### src/rtl/screen_seq_if.sv
// Bundle between screen_sequencer and the OLED driver / screen generators.
// Carries buttons, frame/pixel timing, generator colours and the sequencer outputs.
interface screen_seq_if;
   logic        btn_c;
   logic        btn_l;
   logic        btn_r;
   logic        frame_begin;
   logic [12:0] pixel_index;
   logic [15:0] pix_home;
   logic [15:0] pix_ctrl;
   logic [15:0] pix_game;
   logic [6:0]  x;
   logic [5:0]  y;
   logic [15:0] oled_data;
   logic [1:0]  screen;
   logic        blink_on;
   logic        game_start;

   modport master (
      output btn_c, btn_l, btn_r, frame_begin, pixel_index,
      output pix_home, pix_ctrl, pix_game,
      input  x, y, oled_data, screen, blink_on, game_start
   );

   modport slave (
      input  btn_c, btn_l, btn_r, frame_begin, pixel_index,
      input  pix_home, pix_ctrl, pix_game,
      output x, y, oled_data, screen, blink_on, game_start
   );
endinterface

### src/rtl/screen_sequencer.sv
// Menu screen FSM with frame-aligned switching, blink phase and 2-stage pixel mux.
// Ports: clk, rst_n, bus (screen_seq_if.slave). Option: SCREEN_SEQ_PAUSE_EN.
module screen_sequencer #(
   parameter int unsigned BLINK_DIV = 3125000
) (
   input  logic        clk,
   input  logic        rst_n,
   screen_seq_if.slave bus
);

   typedef enum logic [1:0] {
      HOME  = 2'd0,
      CTRL  = 2'd1,
      GAME  = 2'd2,
      PAUSE = 2'd3
   } screen_t;

   localparam logic [23:0] BLINK_LAST = 24'(BLINK_DIV - 1);

   screen_t     scr;
   screen_t     pend_scr;
   logic        pend;
   logic [23:0] blink_cnt;
   logic        blink_q;
   logic        start_q;
   logic [6:0]  x_q;
   logic [5:0]  y_q;
   logic        inv_q;
   logic [15:0] oled_q;

   logic        apply;
   screen_t     cur;
   logic        req_v;
   screen_t     req_scr;
   logic [12:0] quo;
   logic [12:0] rem;
   logic        inv;
   logic [15:0] pix_sel;

   assign apply = bus.frame_begin & pend;

   // A request arriving with frame_begin is decoded against the screen
   // that is about to become current, not the one being left.
   always_comb begin
      cur     = apply ? pend_scr : scr;
      req_v   = 1'b0;
      req_scr = cur;
      case (cur)
         HOME: begin
            if (bus.btn_c) begin
               req_v   = 1'b1;
               req_scr = GAME;
            end else if (bus.btn_r) begin
               req_v   = 1'b1;
               req_scr = CTRL;
            end
         end
         CTRL: begin
            if (bus.btn_l) begin
               req_v   = 1'b1;
               req_scr = HOME;
            end
         end
         GAME: begin
`ifdef SCREEN_SEQ_PAUSE_EN
            if (bus.btn_c) begin
               req_v   = 1'b1;
               req_scr = PAUSE;
            end
`endif
         end
         PAUSE: begin
`ifdef SCREEN_SEQ_PAUSE_EN
            if (bus.btn_c) begin
               req_v   = 1'b1;
               req_scr = GAME;
            end else if (bus.btn_l) begin
               req_v   = 1'b1;
               req_scr = HOME;
            end
`endif
         end
         default: ;
      endcase
   end

   always_ff @(posedge clk or negedge rst_n) begin
      if (!rst_n) begin
         scr       <= HOME;
         pend_scr  <= HOME;
         pend      <= 1'b0;
         blink_cnt <= 24'd0;
         blink_q   <= 1'b1;
         start_q   <= 1'b0;
      end else begin
         start_q <= 1'b0;
         if (apply) begin
            scr     <= pend_scr;
            pend    <= 1'b0;
            start_q <= (scr == HOME) && (pend_scr == GAME);
         end
         if ((!pend || apply) && req_v) begin
            pend     <= 1'b1;
            pend_scr <= req_scr;
         end
         if (apply) begin
            blink_cnt <= 24'd0;
            blink_q   <= 1'b1;
         end else if (blink_cnt == BLINK_LAST) begin
            blink_cnt <= 24'd0;
            blink_q   <= ~blink_q;
         end else begin
            blink_cnt <= blink_cnt + 24'd1;
         end
      end
   end

   // Quotient >= 64 means index >= 6144; the remainder bits above 6 are
   // always zero and are folded in only so every bit is consumed.
   assign quo = bus.pixel_index / 13'd96;
   assign rem = bus.pixel_index % 13'd96;
   assign inv = (|quo[12:6]) | (|rem[12:7]);

   always_ff @(posedge clk or negedge rst_n) begin
      if (!rst_n) begin
         x_q   <= 7'd0;
         y_q   <= 6'd0;
         inv_q <= 1'b0;
      end else begin
         x_q   <= inv ? 7'd0 : rem[6:0];
         y_q   <= inv ? 6'd0 : quo[5:0];
         inv_q <= inv;
      end
   end

   always_comb begin
      pix_sel = 16'h0000;
      case (scr)
         HOME: pix_sel = bus.pix_home;
         CTRL: pix_sel = bus.pix_ctrl;
         GAME: pix_sel = bus.pix_game;
`ifdef SCREEN_SEQ_PAUSE_EN
         PAUSE: pix_sel = {1'b0, bus.pix_game[15:12],
                           1'b0, bus.pix_game[10:6],
                           1'b0, bus.pix_game[4:1]};
`endif
         default: pix_sel = 16'h0000;
      endcase
   end

   always_ff @(posedge clk or negedge rst_n) begin
      if (!rst_n) begin
         oled_q <= 16'h0000;
      end else begin
         oled_q <= inv_q ? 16'h0000 : pix_sel;
      end
   end

   assign bus.x          = x_q;
   assign bus.y          = y_q;
   assign bus.oled_data  = oled_q;
   assign bus.screen     = scr;
   assign bus.blink_on   = blink_q;
   assign bus.game_start = start_q;

endmodule

### src/flat_wrapper.sv
// flat-port wrapper written by rule: the top's interface ports become plain ports
module screen_sequencer_flat 
#(
   parameter int unsigned BLINK_DIV = 3125000
)
  (clk, rst_n, bus_btn_c, bus_btn_l, bus_btn_r, bus_frame_begin, bus_pixel_index, bus_pix_home, bus_pix_ctrl, bus_pix_game, bus_x, bus_y, bus_oled_data, bus_screen, bus_blink_on, bus_game_start);
  screen_seq_if bus_i ();
  input  logic clk;
  input  logic rst_n;
  input wire logic [$bits(bus_i.btn_c)-1:0] bus_btn_c;
  input wire logic [$bits(bus_i.btn_l)-1:0] bus_btn_l;
  input wire logic [$bits(bus_i.btn_r)-1:0] bus_btn_r;
  input wire logic [$bits(bus_i.frame_begin)-1:0] bus_frame_begin;
  input wire logic [$bits(bus_i.pixel_index)-1:0] bus_pixel_index;
  input wire logic [$bits(bus_i.pix_home)-1:0] bus_pix_home;
  input wire logic [$bits(bus_i.pix_ctrl)-1:0] bus_pix_ctrl;
  input wire logic [$bits(bus_i.pix_game)-1:0] bus_pix_game;
  output wire logic [$bits(bus_i.x)-1:0] bus_x;
  output wire logic [$bits(bus_i.y)-1:0] bus_y;
  output wire logic [$bits(bus_i.oled_data)-1:0] bus_oled_data;
  output wire logic [$bits(bus_i.screen)-1:0] bus_screen;
  output wire logic [$bits(bus_i.blink_on)-1:0] bus_blink_on;
  output wire logic [$bits(bus_i.game_start)-1:0] bus_game_start;
  assign bus_i.btn_c = bus_btn_c;
  assign bus_i.btn_l = bus_btn_l;
  assign bus_i.btn_r = bus_btn_r;
  assign bus_i.frame_begin = bus_frame_begin;
  assign bus_i.pixel_index = bus_pixel_index;
  assign bus_i.pix_home = bus_pix_home;
  assign bus_i.pix_ctrl = bus_pix_ctrl;
  assign bus_i.pix_game = bus_pix_game;
  assign bus_x = bus_i.x;
  assign bus_y = bus_i.y;
  assign bus_oled_data = bus_i.oled_data;
  assign bus_screen = bus_i.screen;
  assign bus_blink_on = bus_i.blink_on;
  assign bus_game_start = bus_i.game_start;
  screen_sequencer #(.BLINK_DIV(BLINK_DIV)) u_core (.clk(clk), .rst_n(rst_n), .bus(bus_i));
endmodule
### config.mk
export PLATFORM = sky130hd
export DESIGN_NAME = screen_sequencer_flat
export DESIGN_NICKNAME = d
export VERILOG_FILES = /design/src/rtl/screen_seq_if.sv /design/src/rtl/screen_sequencer.sv /design/src/flat_wrapper.sv
export SDC_FILE = /design/constraint.sdc
export NUM_CORES = 1
export LEC_CHECK = 0
export ABC_AREA = 1
export CAP_MARGIN = 20
export CORE_MARGIN = 4
export CORE_UTILIZATION = 35
export CTS_CLUSTER_DIAMETER = 50
export DETAILED_ROUTE_END_ITERATION = 6
export PLACE_DENSITY = 0.66
export SLEW_MARGIN = 20
export SYNTH_ARGS = -nofsm -noshare
export SYNTH_HDL_FRONTEND = slang
export SYNTH_SLANG_ARGS = --single-unit
### constraint.sdc
create_clock -name clk -period 2.05 [get_ports clk]
set_input_delay 0.205 -clock clk [delete_from_list [all_inputs] [get_ports clk]]
set_output_delay 0.205 -clock clk [all_outputs]
set_load 0.005 [all_outputs]
==> results.toml <==
[power_and_ir_drop]
p_per_area_nw_per_um2 = 891
p_clk_share_pct = 22.1
combPwrFrac_pct = 40.3
leakagePower_nw = 2.41
swShare_pct = 33.8
power.total_mw = 4.29
ir_drop_mv = 0.490
p_int_mw = 2.84
sequentialPowerShare_pct = 37.5
switching_power_mw = 1.45

[yosys]
synthCells = 399
yosysMostFrequentCell = "nand2_1"
synth_area_leaders = "dfrtp_1 48%, nand2_1 14%, inv_1 7.1%"
synth_top_area_cell = "dfrtp_1"
yosysWarnings = 0
synth.avg_cell_area_um2 = 7.87
synth_top_area_share_pct = 47.8
synth-edff-count = 0
yosys-top-cells-count = "117 x nand2_1, 60 x dfrtp_1, 59 x inv_1, 26 x nand3_1, 24 x a21oi_1"
netlist_area_um2 = 3140
async_reset_ff_share_pct = 100
yosysSeqAreaShare_pct = 48.7
synth_flop_cell = "dfrtp_1"
ys_ff_latch = 61
synth.net_count = 467
synth_cell_type_count = 32

[final_layout]
nFillCells = 808
final_cells = 650
drive_gt1_share_pct = 19.7
multiInputGateArea_um2 = 1460
design_area_um2 = 4810
layout-area-overhead-vs-synth_pct = 53.2
insertedDiodeCount = 0
nets = 605
fin_util_pct = 55.2
regArea_um2 = 1530

[floorplan]
die_y_um = 103
die-area_um2 = 10500
ios = 100
fp.dieW_um = 103
core_um2 = 8720
rows = 34
start_util_pct = 36.0

[route]
dr_total_vias = 3075
routed_via_density = 4.73
drc = 0
drt_iter0_markers = 93
final_antenna_net_count = 0
drt_first_pass_iters = 4
wl_per_cell_um = 13.0
wl_um = 8420

[timing]
setup_viol = 5
fmax_mhz = 469
fin_setup_tns_ns = -0.361
rsz0062_at_grt = "yes"
skew_ns = 0.0107
slew_viol_final = 0
finalCritPeriodShare_pct = 104
slew_headroom_pct = 60.7
worst_slew_pin_slew_ns = 0.589
hold_viol = 0
fin_crit_ns = 2.13
setup_slack_ns = -0.0829
whs_ns = 0.310

[setup_path]
reg2reg_depth = 16
path_cells = "buf_4 > nand3_4 > nor2_4 > nand2_2 > nor2_4 > nand2_2 > nor2_4 > nand2_4 > nor2_4 > nand3_2 > nor3_4 > nand3_2 > nor2_4 > inv_2 > o21ai_1 > a21oi_1"
crit_fanout = 3
critPathCaptureType = "register"
crit_slowest_cell = "dfrtp_1"
critPathLaunchType = "register"
reg2reg_from = "u_core.blink_cnt[0]"
r2r_slack_ns = -0.08
arrival_ns = 2.36
crit_top_cell = "nor2_4"
regToRegEndpoint = "u_core.blink_cnt[19]"
slowest_delay_ns = 0.36
crit_type = "reg2reg"
cp.required_ns = 2.27

[worst_hold_path]
hp-start = "bus_pixel_index[10]"
worstHoldEndpoint = "u_core.bus.y[5]"
holdPathStages = 4
hp-class = "in2reg"

[outcome]
status = "finished, violations left"
violations = "setup timing"

[run]
cap_violations = 0

[grt]
grt_overflow = 0
grt_pass1_vias = 2955
grt_max_degree = 27
globalRouteTotalUtil_pct = 16.6
antenna_found_initial = 0
grt_pass1_wl_um = 13500

[clock_tree]
htreeDepth = 3
clk_latency_ns = 0.33
clock_sinks = 61
cts_buffer_depth = 2
cts_root_buf = "clkbuf_8"
numCtsBuffers = 9
clkSlewWorstSetupHoldPaths_ns = 0.07
cts_tree = "built"

[place]
dp_worst_setup_slack_ns = -0.305
routabilityCongestion = 0.845
port_buffers = 99
place_inst = 616
hpwl_um = 6180
placed_area_um2 = 4370
## how the worst max path moves through the flow
| stage | from | to | slack [ns] |
|---|---|---|---|
| final | u_core.blink_cnt[0] | u_core.blink_cnt[19] | -0.08 |
| after global placement | bus_pixel_index[11] | u_core.bus.x[5] | -0.18 |
| after detailed placement | bus_pixel_index[11] | u_core.bus.x[5] | -0.30 |
| after global routing | u_core.blink_cnt[1] | u_core.blink_cnt[20] | -0.29 |
| after floorplan | u_core.blink_cnt[0] | u_core.blink_cnt[20] | 0.06 |
| after CTS | u_core.blink_cnt[0] | u_core.blink_cnt[21] | -0.07 |
## state kept, by name, indices dropped and copies added (netlist names)
register               count
u_core.bus.game_start      1
u_core.bus.oled_data      16
u_core.inv_q               1
u_core.pend                1
u_core.bus.x               7
u_core.bus.blink_on        1
u_core.bus.y               6
u_core.blink_cnt          24
u_core.pend_scr            2
u_core.bus.screen          2
## power groups by stage
stage | clock network [mW] | registers (mW) | logic (mW)
4_1_cts | 0.992 | 1.61 | 1.73
6_report | 0.949 | 1.61 | 1.73
3_3_place_gp | 0 | 1.63 | 1.66
2_1_floorplan | 0 | 1.65 | 0.803
3_5_place_dp | 0 | 1.64 | 1.68
5_1_grt | 1.06 | 1.65 | 1.95
## cell type report
| type | count | area share [%] |
|---|---|---|
| clock buffer | 14 | 3.38 |
| tap | 108 | 2.81 |
| clock inverter | 2 | 0.208 |
| multi-input combinational | 266 | 30.3 |
| sequential | 61 | 31.8 |
| timing repair buffer | 134 | 26.5 |
| inverter | 65 | 5.07 |
## critical path: cells and delay by family, from the launching register on
kind | cells | cell delay, ns
flops | 1 | 0.36
buf+inv | 2 | 0.20
simple gates | 12 | 1.32
compound gates | 2 | 0.16
## cells in the final DEF (no fill, tap or decap), types with 2 or more instances in the layout
cell / count
nor2_1: 21
o21ai_0: 9
nor2_2: 3
nand3_2: 9
clkinv_2: 2
nor4_4: 2
nor3_4: 4
nand2_2: 13
nand4_1: 3
o21ai_1: 4
buf_4: 32
dlymetal6s2s_1: 3
dfrtp_1: 60
nor3_2: 2
inv_2: 6
nor3_1: 7
clkbuf_8: 11
nor2_4: 8
clkbuf_1: 3
nor4_1: 3
clkdlybuf4s50_1: 95
a21oi_1: 24
o21a_1: 2
inv_1: 59
nand3_1: 23
o21ai_2: 6
nand2_1: 112
## cell families (layout without fill, tap and decap cells)
| kind of cell | Yosys count | count (layout) | synth area share (%) |
|---|---|---|---|
| AND/OR/NAND/NOR | 215 | 215 | 33.0 |
| buffers and inverters | 72 | 215 | 8.61 |
| flip-flops | 61 | 61 | 48.7 |
| AO/OA/AOI/OAI | 49 | 49 | 9.05 |
| adder cells (fa/ha/maj) | 1 | 1 | 0.399 |
| XOR/XNOR | 1 | 1 | 0.279 |
## metal layers
| metal | track usage [%] | wire (µm) | vias up |
|---|---|---|---|
| li1 | - | - | 1531 |
| met1 | 18.6 | 3280 | 1459 |
| met2 | 29.0 | 4460 | 69 |
| met3 | 6.70 | 522 | 16 |
| met4 | 5.05 | 164 | 0 |
| met5 | 0 | 0 | - |
## timing repair
| item | in CTS | in global routing |
|---|---|---|
| endpoints found under the hold margin | 22 | 0 |
| gates resized for setup | 2 | 27 |
| endpoints found under the setup margin | 2 | 13 |
| buffers inserted | 9 | 8 |
| hold buffers | 1 | 0 |
| pin swaps | 2 | 7 |
Note: power is estimated with default switching activity, not from simulation.
